[src/rtl/if_id_stage.sv]
// Fetch-to-decode pipeline register with a 2-entry skid buffer and a registered in_ready.
// Optional stall counter output enabled by defining IFID_STALL_CNT_EN.
module if_id_stage #(
    parameter int                 DATA_W    = 32,
    parameter logic [DATA_W-1:0]  NOP_INSTR = DATA_W'(32'hE000_0000)
) (
    input  logic              clk,
    input  logic              reset,
    input  logic              in_valid,
    output logic              in_ready,
    input  logic [DATA_W-1:0] in_instr,
    input  logic [DATA_W-1:0] in_pc,
    input  logic              flush,
    output logic              out_valid,
    input  logic              out_ready,
    output logic [DATA_W-1:0] instr_q,
    output logic [DATA_W-1:0] pc_q,
    output logic [3:0]        cond,
    output logic [1:0]        op,
    output logic [5:0]        funct,
    output logic [3:0]        rn,
    output logic [3:0]        rd,
    output logic [11:0]       Immediate
`ifdef IFID_STALL_CNT_EN
    ,
    output logic [15:0]       stall_cnt
`endif
);

    logic              r_main_valid;
    logic [DATA_W-1:0] r_main_instr;
    logic [DATA_W-1:0] r_main_pc;
    logic              r_skid_valid;
    logic [DATA_W-1:0] r_skid_instr;
    logic [DATA_W-1:0] r_skid_pc;
    logic              r_in_ready;

    logic              w_accept;
    logic              w_consume;
    logic              w_main_valid_nxt;
    logic [DATA_W-1:0] w_main_instr_nxt;
    logic [DATA_W-1:0] w_main_pc_nxt;
    logic              w_skid_valid_nxt;
    logic [DATA_W-1:0] w_skid_instr_nxt;
    logic [DATA_W-1:0] w_skid_pc_nxt;

    assign w_accept  = in_valid && r_in_ready;
    assign w_consume = r_main_valid && out_ready;

    always_comb begin
        w_main_valid_nxt = r_main_valid;
        w_main_instr_nxt = r_main_instr;
        w_main_pc_nxt    = r_main_pc;
        w_skid_valid_nxt = r_skid_valid;
        w_skid_instr_nxt = r_skid_instr;
        w_skid_pc_nxt    = r_skid_pc;

        if (flush) begin
            // pc_q deliberately keeps its value; only the instruction turns into a NOP
            w_main_valid_nxt = 1'b0;
            w_main_instr_nxt = NOP_INSTR;
            w_skid_valid_nxt = 1'b0;
        end else if (!r_main_valid || w_consume) begin
            if (r_skid_valid) begin
                w_main_valid_nxt = 1'b1;
                w_main_instr_nxt = r_skid_instr;
                w_main_pc_nxt    = r_skid_pc;
                w_skid_valid_nxt = 1'b0;
            end else if (w_accept) begin
                w_main_valid_nxt = 1'b1;
                w_main_instr_nxt = in_instr;
                w_main_pc_nxt    = in_pc;
            end else begin
                w_main_valid_nxt = 1'b0;
                w_main_instr_nxt = NOP_INSTR;
            end
        end else if (w_accept) begin
            w_skid_valid_nxt = 1'b1;
            w_skid_instr_nxt = in_instr;
            w_skid_pc_nxt    = in_pc;
        end
    end

    always_ff @(posedge clk or posedge reset) begin
        if (reset) begin
            r_main_valid <= 1'b0;
            r_main_instr <= NOP_INSTR;
            r_main_pc    <= '0;
            r_skid_valid <= 1'b0;
            r_skid_instr <= '0;
            r_skid_pc    <= '0;
            r_in_ready   <= 1'b1;
        end else begin
            r_main_valid <= w_main_valid_nxt;
            r_main_instr <= w_main_instr_nxt;
            r_main_pc    <= w_main_pc_nxt;
            r_skid_valid <= w_skid_valid_nxt;
            r_skid_instr <= w_skid_instr_nxt;
            r_skid_pc    <= w_skid_pc_nxt;
            // registered copy of !skid_valid keeps in_ready independent of out_ready
            r_in_ready   <= !w_skid_valid_nxt;
        end
    end

    assign in_ready  = r_in_ready;
    assign out_valid = r_main_valid;
    assign instr_q   = r_main_instr;
    assign pc_q      = r_main_pc;
    assign cond      = r_main_instr[31:28];
    assign op        = r_main_instr[27:26];
    assign funct     = r_main_instr[25:20];
    assign rn        = r_main_instr[19:16];
    assign rd        = r_main_instr[15:12];
    assign Immediate = r_main_instr[11:0];

`ifdef IFID_STALL_CNT_EN
    logic [15:0] r_stall_cnt;

    always_ff @(posedge clk or posedge reset) begin
        if (reset) begin
            r_stall_cnt <= '0;
        end else if (r_main_valid && !out_ready && r_stall_cnt != 16'hFFFF) begin
            r_stall_cnt <= r_stall_cnt + 16'd1;
        end
    end

    assign stall_cnt = r_stall_cnt;
`else
    // stall counter not built in this configuration
`endif

endmodule

[config.mk]
export PLATFORM = sky130hd
export DESIGN_NAME = if_id_stage
export DESIGN_NICKNAME = d
export VERILOG_FILES = /design/src/rtl/if_id_stage.sv
export SDC_FILE = /design/constraint.sdc
export NUM_CORES = 1
export LEC_CHECK = 0
export ABC_AREA = 0
export BUFFER_PORTS_ARGS = -buffer_cell sky130_fd_sc_hd__buf_4
export CAP_MARGIN = 30
export CELL_PAD_IN_SITES_DETAIL_PLACEMENT = 1
export CELL_PAD_IN_SITES_GLOBAL_PLACEMENT = 1
export CORE_MARGIN = 10
export CORE_UTILIZATION = 45
export DETAILED_ROUTE_END_ITERATION = 10
export PLACE_DENSITY = 0.85
export SYNTH_ARGS = -nofsm -noshare
export SYNTH_HDL_FRONTEND = slang
export SYNTH_SLANG_ARGS = --single-unit
[constraint.sdc]
create_clock -name clk -period 10.2 [get_ports clk]
set_clock_uncertainty 0.15 [all_clocks]
set_input_delay 0.51 -clock clk [delete_from_list [all_inputs] [get_ports clk]]
set_output_delay 0.51 -clock clk [all_outputs]
set_load 0.01 [all_outputs]
==> results of run 1 <==
[cell families (layout without fill, tap and decap cells)]
family / count (synthesis) / count (layout) / share of synthesized area
AND/OR/NAND/NOR: 41 / 41 / 0.0295
AO/OA/AOI/OAI: 99 / 99 / 0.0894
multiplexers: 128 / 128 / 0.262
flip-flops: 131 / 131 / 0.542
buffers and inverters: 69 / 209 / 0.0772
[per-stage QoR]
| step | area, um2 | setup WS, ns | util | total power [mW] | hold slack, ns |
|---|---|---|---|---|---|
| after detailed placement | 7210 | 6.96 | 0.546 | 0.995 | 0.329 |
| after CTS | 7770 | 7.14 | 0.589 | 1.59 | 0.119 |
| final | 7770 | 7.17 | 0.589 | 1.57 | 0.0834 |
| after global placement | 7120 | 6.42 | 0.540 | 0.972 | 0.318 |
| after floorplan | 6060 | 6.05 | - | 0.865 | 0.308 |
| after global routing | 7770 | 6.99 | 0.589 | 1.65 | 0.144 |
[worst max path at each step]
stage	startpoint	endpoint	slack, ns	cells after the start
5_1_grt	out_valid	r_skid_instr[4]	6.99	4
6_report	out_valid	r_skid_instr[4]	7.17	4
2_1_floorplan	reset	instr_q[0]	6.05	1
3_5_place_dp	flush	r_skid_instr[4]	6.96	5
4_1_cts	out_valid	r_skid_instr[4]	7.14	4
3_3_place_gp	r_skid_valid	instr_q[27]	6.42	3
[per-layer routing]
layer	routed length [um]	vias up
met1	6980	2130
met3	1190	18
met2	8260	142
met4	218	0
met5	0	-
li1	-	1888
[state kept, by name (all words and copies together) (netlist names)]
register      flops
r_skid_valid      1
r_skid_pc        32
in_ready          1
pc_q             32
r_skid_instr     32
instr_q          32
out_valid         1
[final cells by class]
class,count,share of cell area
inverters,3,0.00177
flip-flops and latches,131,0.423
clock buffers,22,0.0585
repair buffers,174,0.175
clock inverters,10,0.0140
multi-input cells,268,0.299
well taps,176,0.0283
[power groups by stage]
stage | logic, mW | clock network [mW] | registers [mW]
after floorplan | 0.177 | 0 | 0.688
after global placement | 0.282 | 0 | 0.690
after detailed placement | 0.299 | 0 | 0.696
after CTS | 0.302 | 0.594 | 0.692
after global routing | 0.323 | 0.618 | 0.705
final | 0.296 | 0.583 | 0.693
[layout by cell type (no fill, tap or decap), types with 2 or more instances in the layout]
cell type,instances
buf_4,170
clkinvlp_4,2
mux2_4,60
buf_8,2
nand2_1,29
mux2i_1,64
clkbuf_16,17
clkbuf_1,4
bufinv_16,2
buf_16,2
clkinv_2,5
mux2_1,4
dfstp_2,4
a21oi_1,33
nor2_1,4
o21ai_1,30
dfrtp_1,126
a31oi_1,35
==> results.py, run 1 <==
metrics = {
    "sta": {
        "fin_setup_tns_ns": 0,
        "rsz0062_at_grt": "false",
        "setup_viol": 0,
        "slew_viol_final": 0,
        "timing.fmax_mhz": 330,
        "period_minus_slack_ns": 3.03,
        "fin_crit_sh": 0.297,
        "slew_headroom": 0.399,
        "hold_violations": 0,
        "tightest_slew_ns": 0.902,
    },
    "place": {
        "io_buffers": 166,
        "dp_hpwl_um": 11500,
        "globalplace.congestion": 0.764,
        "placed_cells": 752,
    },
    "cts": {
        "ctsHoldBuffers": 0,
        "post_cts_buffers": 0,
        "path_clk_slew_ns": 0.06,
        "cts_made_buffers": 17,
        "htree_levels": 4,
        "clock_sinks": 131,
        "cts_tree": "yes",
        "cts_buffer_depth": 2,
        "clockRootBuffer": "clkbuf_16",
        "clk_latency_ns": 0.41,
        "cts_resized": 0,
    },
    "layout": {
        "diodes": 0,
        "area_growth_pct": 28.2,
        "layout.cells.non_filler": 784,
        "multi_input_area_um2": 2320,
        "seqCellArea_um2": 3290,
        "drive_gt1_frac": 0.447,
        "nets": 664,
        "fill_cells": 1362,
    },
    "setup_path": {
        "cp_top_family": "simple AND/OR/NAND/NOR gates",
        "rr_startpoint": "out_valid",
        "path_max_fanout": 33,
        "cp_cell_sequence": "nor3b_4 -> and3_4 -> buf_4 -> mux2_1",
        "critPathLaunchType": "flip-flop",
        "rrSetupSlack_ns": 7.17,
        "worstPathArrival_ns": 3.15,
        "timing.critical_path.required_ns": 10.33,
        "slowest_delay_ns": 0.72,
        "rr_endpoint": "r_skid_instr[4]",
        "crit_path_top_delay_cell": "and3_4",
        "rr_worst_depth": 4,
        "crit_buf_inv": 1,
        "crit_path_end_kind": "flip-flop",
        "worstSetupPathType": "reg2reg",
    },
    "logic_synthesis": {
        "yosys-top-cells-count": "dfrtp_1, mux2i_1, mux2_4, a31oi_1, a21oi_1",
        "syn_area_um2": 6060,
        "yosys.cell_count.top_type": "dfrtp_1",
        "async_flop_share": 1.00,
        "synthTopCellsByArea": "dfrtp_1, mux2_4, mux2i_1",
        "ys_types": 25,
        "syn_nets": 537,
        "synth_top_area_frac": 0.525,
        "synth_enable_flop_cells": 0,
        "postSynthAreaPerCell_um2": 12.9,
        "synth_ff_type": "dfrtp_1",
        "synth-seq-cells": 131,
        "yosysSeqAreaShare": 0.542,
        "synthCells": 468,
        "synth_area_leader_cell": "dfrtp_1",
        "yosys_warnings": 0,
    },
    "global_route": {
        "grt_use_met3": 0.0638,
        "antenna_found_initial": 0,
        "grt_pass1_wl_um": 27000,
        "gr-usage-met2": 0.315,
        "grt_usage": 0.183,
        "top_usage_layer": "met2",
        "grt_overflow": 0,
        "grt_max_degree": 73,
        "grt_pass1_vias": 4939,
        "use_met1": 0.213,
    },
    "detailed_routing": {
        "via_per_inst": 5.33,
        "wire_per_inst_um": 21.2,
        "drt_iter0_markers": 165,
        "ant_nets": 0,
        "post-route-drc-count": 0,
        "dr.pass1.iters": 4,
        "num_vias": 4178,
        "wl_um": 16600,
    },
    "pwr": {
        "p_comb_frac": 0.188,
        "peakVddDrop_mv": 0.115,
        "pwr-share-clk": 0.371,
        "seq_power_share": 0.441,
        "internal-power_mw": 1.17,
        "p_sw_frac": 0.259,
        "p_leak_nw": 3.49,
        "power_density_nw_per_um2": 202,
        "p_switching_mw": 0.407,
    },
    "min_path": {
        "hp-class": "in2async",
    },
    "floorplanning": {
        "fp.dieH_um": 136,
        "num_rows": 42,
        "dieArea_um2": 18500,
        "pin_count": 167,
        "start_util": 0.459,
        "coreArea_um2": 13200,
        "dieWidth_um": 136,
    },
    "run_status": {
        "status": "completed",
    },
    "run": {
        "cap_violations": 0,
    },
}
Power figures use the tool's default switching activity.
==> run 2, diff against run 1 <==
- ABC_AREA: 0 -> 1
- CORE_UTILIZATION: 45 -> 34
- PLACE_DENSITY: 0.85 -> 0.75
- clock period: 10.2 -> 2.6 ns (I/O delays scaled with it)
==> run 2 against run 1 <==
Against the previous run:
- via count up 39%
- maximum frequency up 60%
- global-route usage down 1.4 points
- wire length up 20%
- worst hold slack better by 0.17 ns
- sequential power rose to 3.8 times the previous value
- critical endpoint is now r_skid_instr[27]
==> results.py, run 2 <==
metrics = {
    "detailed_routing": {
        "drt_iter0_markers": 206,
        "route.layer.met1.wl_um": 9030,
        "wl_met3_um": 1080,
        "ant_nets": 0,
        "dr.pass1.iters": 4,
        "wire_per_inst_um": 16.0,
        "highest_layer": "met4",
        "post-route-drc-count": 0,
        "wl_um": 20000,
        "wl_met2_um": 9650,
        "via_per_inst": 4.65,
        "num_vias": 5804,
    },
    "logic_synthesis": {
        "synth-adder-area-share": 0,
        "synthCells": 812,
        "yosysSeqAreaShare": 0.535,
        "yosys.cell_count.top_type": "nand2_1",
        "yosys_warnings": 0,
        "syn_nets": 881,
        "synth_enable_flop_cells": 0,
        "postSynthAreaPerCell_um2": 7.56,
        "muxShareOfSynthArea": 0,
        "synthTopCellsByArea": "dfrtp_1, nand2_1, buf_4",
        "synth_compound_area_frac": 0.0237,
        "synth_area_leader_cell": "dfrtp_1",
        "synth-seq-cells": 131,
        "syn_area_um2": 6140,
        "async_flop_share": 1.00,
        "ys_types": 15,
        "synth_top_family_by_area": "simple AND/OR/NAND/NOR gates",
        "synth_xor_area_frac": 0,
        "synth_top_area_frac": 0.518,
        "synth-simple-area-share": 0.357,
        "yosys-top-cells-count": "nand2_1, dfrtp_1, buf_4, nand3_1, buf_2",
        "synth_ff_type": "dfrtp_1",
    },
    "floorplanning": {
        "dieWidth_um": 154,
        "dieArea_um2": 23800,
        "fp.dieH_um": 154,
        "num_rows": 49,
        "start_util": 0.344,
        "coreArea_um2": 17800,
        "pin_count": 167,
    },
    "place": {
        "dpl-instance-area_um2": 7390,
        "placed_cells": 1149,
        "dp_hpwl_um": 12700,
        "io_buffers": 166,
        "globalplace.congestion": 0.754,
    },
    "setup_path": {
        "timing.critical_path.required_ns": 2.80,
        "worstPathArrival_ns": 2.09,
        "worstSetupPathType": "reg2reg",
        "path_max_fanout": 43,
        "rr_endpoint": "r_skid_instr[27]",
        "rrSetupSlack_ns": 0.71,
        "critPathLaunchType": "flip-flop",
        "rr_startpoint": "in_ready",
        "crit_path_end_kind": "flip-flop",
        "rr_worst_depth": 6,
    },
    "sta": {
        "fin_setup_tns_ns": 0,
        "slew_headroom": 0.482,
        "timing.fmax_mhz": 529,
        "hold_violations": 0,
        "rsz0062_at_grt": "false",
        "fin_crit_sh": 0.726,
        "slew_viol_final": 0,
        "setup_viol": 0,
        "tightest_slew_ns": 0.775,
        "period_minus_slack_ns": 1.89,
    },
    "cts": {
        "cts_buffer_depth": 2,
        "cts_resized": 0,
        "clockRootBuffer": "clkbuf_16",
        "cts_tree": "yes",
        "post_cts_buffers": 0,
        "path_clk_slew_ns": 0.06,
        "clock_sinks": 131,
        "cts_made_buffers": 17,
        "htree_levels": 4,
        "clk_latency_ns": 0.42,
    },
    "layout": {
        "stdcell_area_um2": 8700,
        "final_cell_mix": "nand2_1, buf_4, dfrtp_1",
        "final_common_cell": "nand2_1",
        "utilization": 0.487,
        "area_growth_pct": 41.7,
        "nets": 1075,
        "drive_gt1_frac": 0.227,
        "diodes": 0,
        "layout.cells.non_filler": 1248,
    },
    "pwr": {
        "peakVddDrop_mv": 0.447,
        "p_total_mw": 6.27,
        "power_density_nw_per_um2": 721,
        "p_leak_nw": 4.80,
    },
    "run": {
        "cap_violations": 0,
    },
    "run_status": {
        "status": "completed",
    },
    "min_path": {
        "hp-class": "in2async",
    },
    "global_route": {
        "antenna_found_initial": 0,
        "grt_max_degree": 65,
        "grt_pass1_wl_um": 33200,
        "grt_usage": 0.169,
        "grt_overflow": 0,
        "grt_pass1_vias": 6344,
    },
}
==> run 2: worst max-delay path, cell delays in order (launching register included) <==
cell and delay [ns]:
dfstp_2 0.54, nand2_2 0.08, buf_4 0.24, nor2_4 0.14, buf_4 0.43, nand2_1 0.13
nand2_1 0.11
==> run 2: per-stage QoR <==
step	setup slack (ns)	hold slack [ns]
final	0.711	0.257
after global routing	0.568	0.314
after CTS	0.660	0.268
after detailed placement	0.715	0.163
after global placement	0.743	0.159
after floorplan	0.700	0.0966
==> run 2: what timing repair did <==
action / 4_1_cts / 5_1_grt
endpoints found under the hold margin: 160 / 0
hold buffers: 67 / 0
setup endpoints to repair: 0 / 0
==> run 2: final cells by class <==
type / count / area [um2]
fill: 2146 / 9150
sequential: 131 / 3280
multi-input combinational: 592 / 2340
timing repair buffer: 251 / 2090
clock buffer: 23 / 488
tap: 229 / 287
clock inverter: 9 / 150
inverter: 13 / 52.6
==> run 2: power breakdown <==
| part | internal (mW) | switching [mW] | leakage (nW) |
|---|---|---|---|
| registers | 2.40 | 0.215 | 1.66 |
| logic | 0.498 | 0.556 | 2.83 |
| clock network | 1.70 | 0.901 | 0.309 |
==> run 2: cell families after synthesis <==
group | count (synthesis)
buffers and inverters | 89
flip-flops | 131
AND/OR/NAND/NOR | 563
AO/OA/AOI/OAI | 29
==> run 2: how the worst max path moves through the flow <==
stage                         from                to  slack, ns
after detailed placement  in_ready     r_skid_pc[15]       0.72
after floorplan              reset        instr_q[0]       0.70
after CTS                 in_ready  r_skid_instr[27]       0.66
final                     in_ready  r_skid_instr[27]       0.71
after global routing      in_ready     r_skid_pc[14]       0.57
after global placement    in_ready           pc_q[7]       0.74
==> run 2: routing by layer <==
layer	up-vias	GRT usage
li1	2826	-
met1	2816	0.204
met2	138	0.286
met3	24	0.0477
met4	0	0.0504
met5	-	0
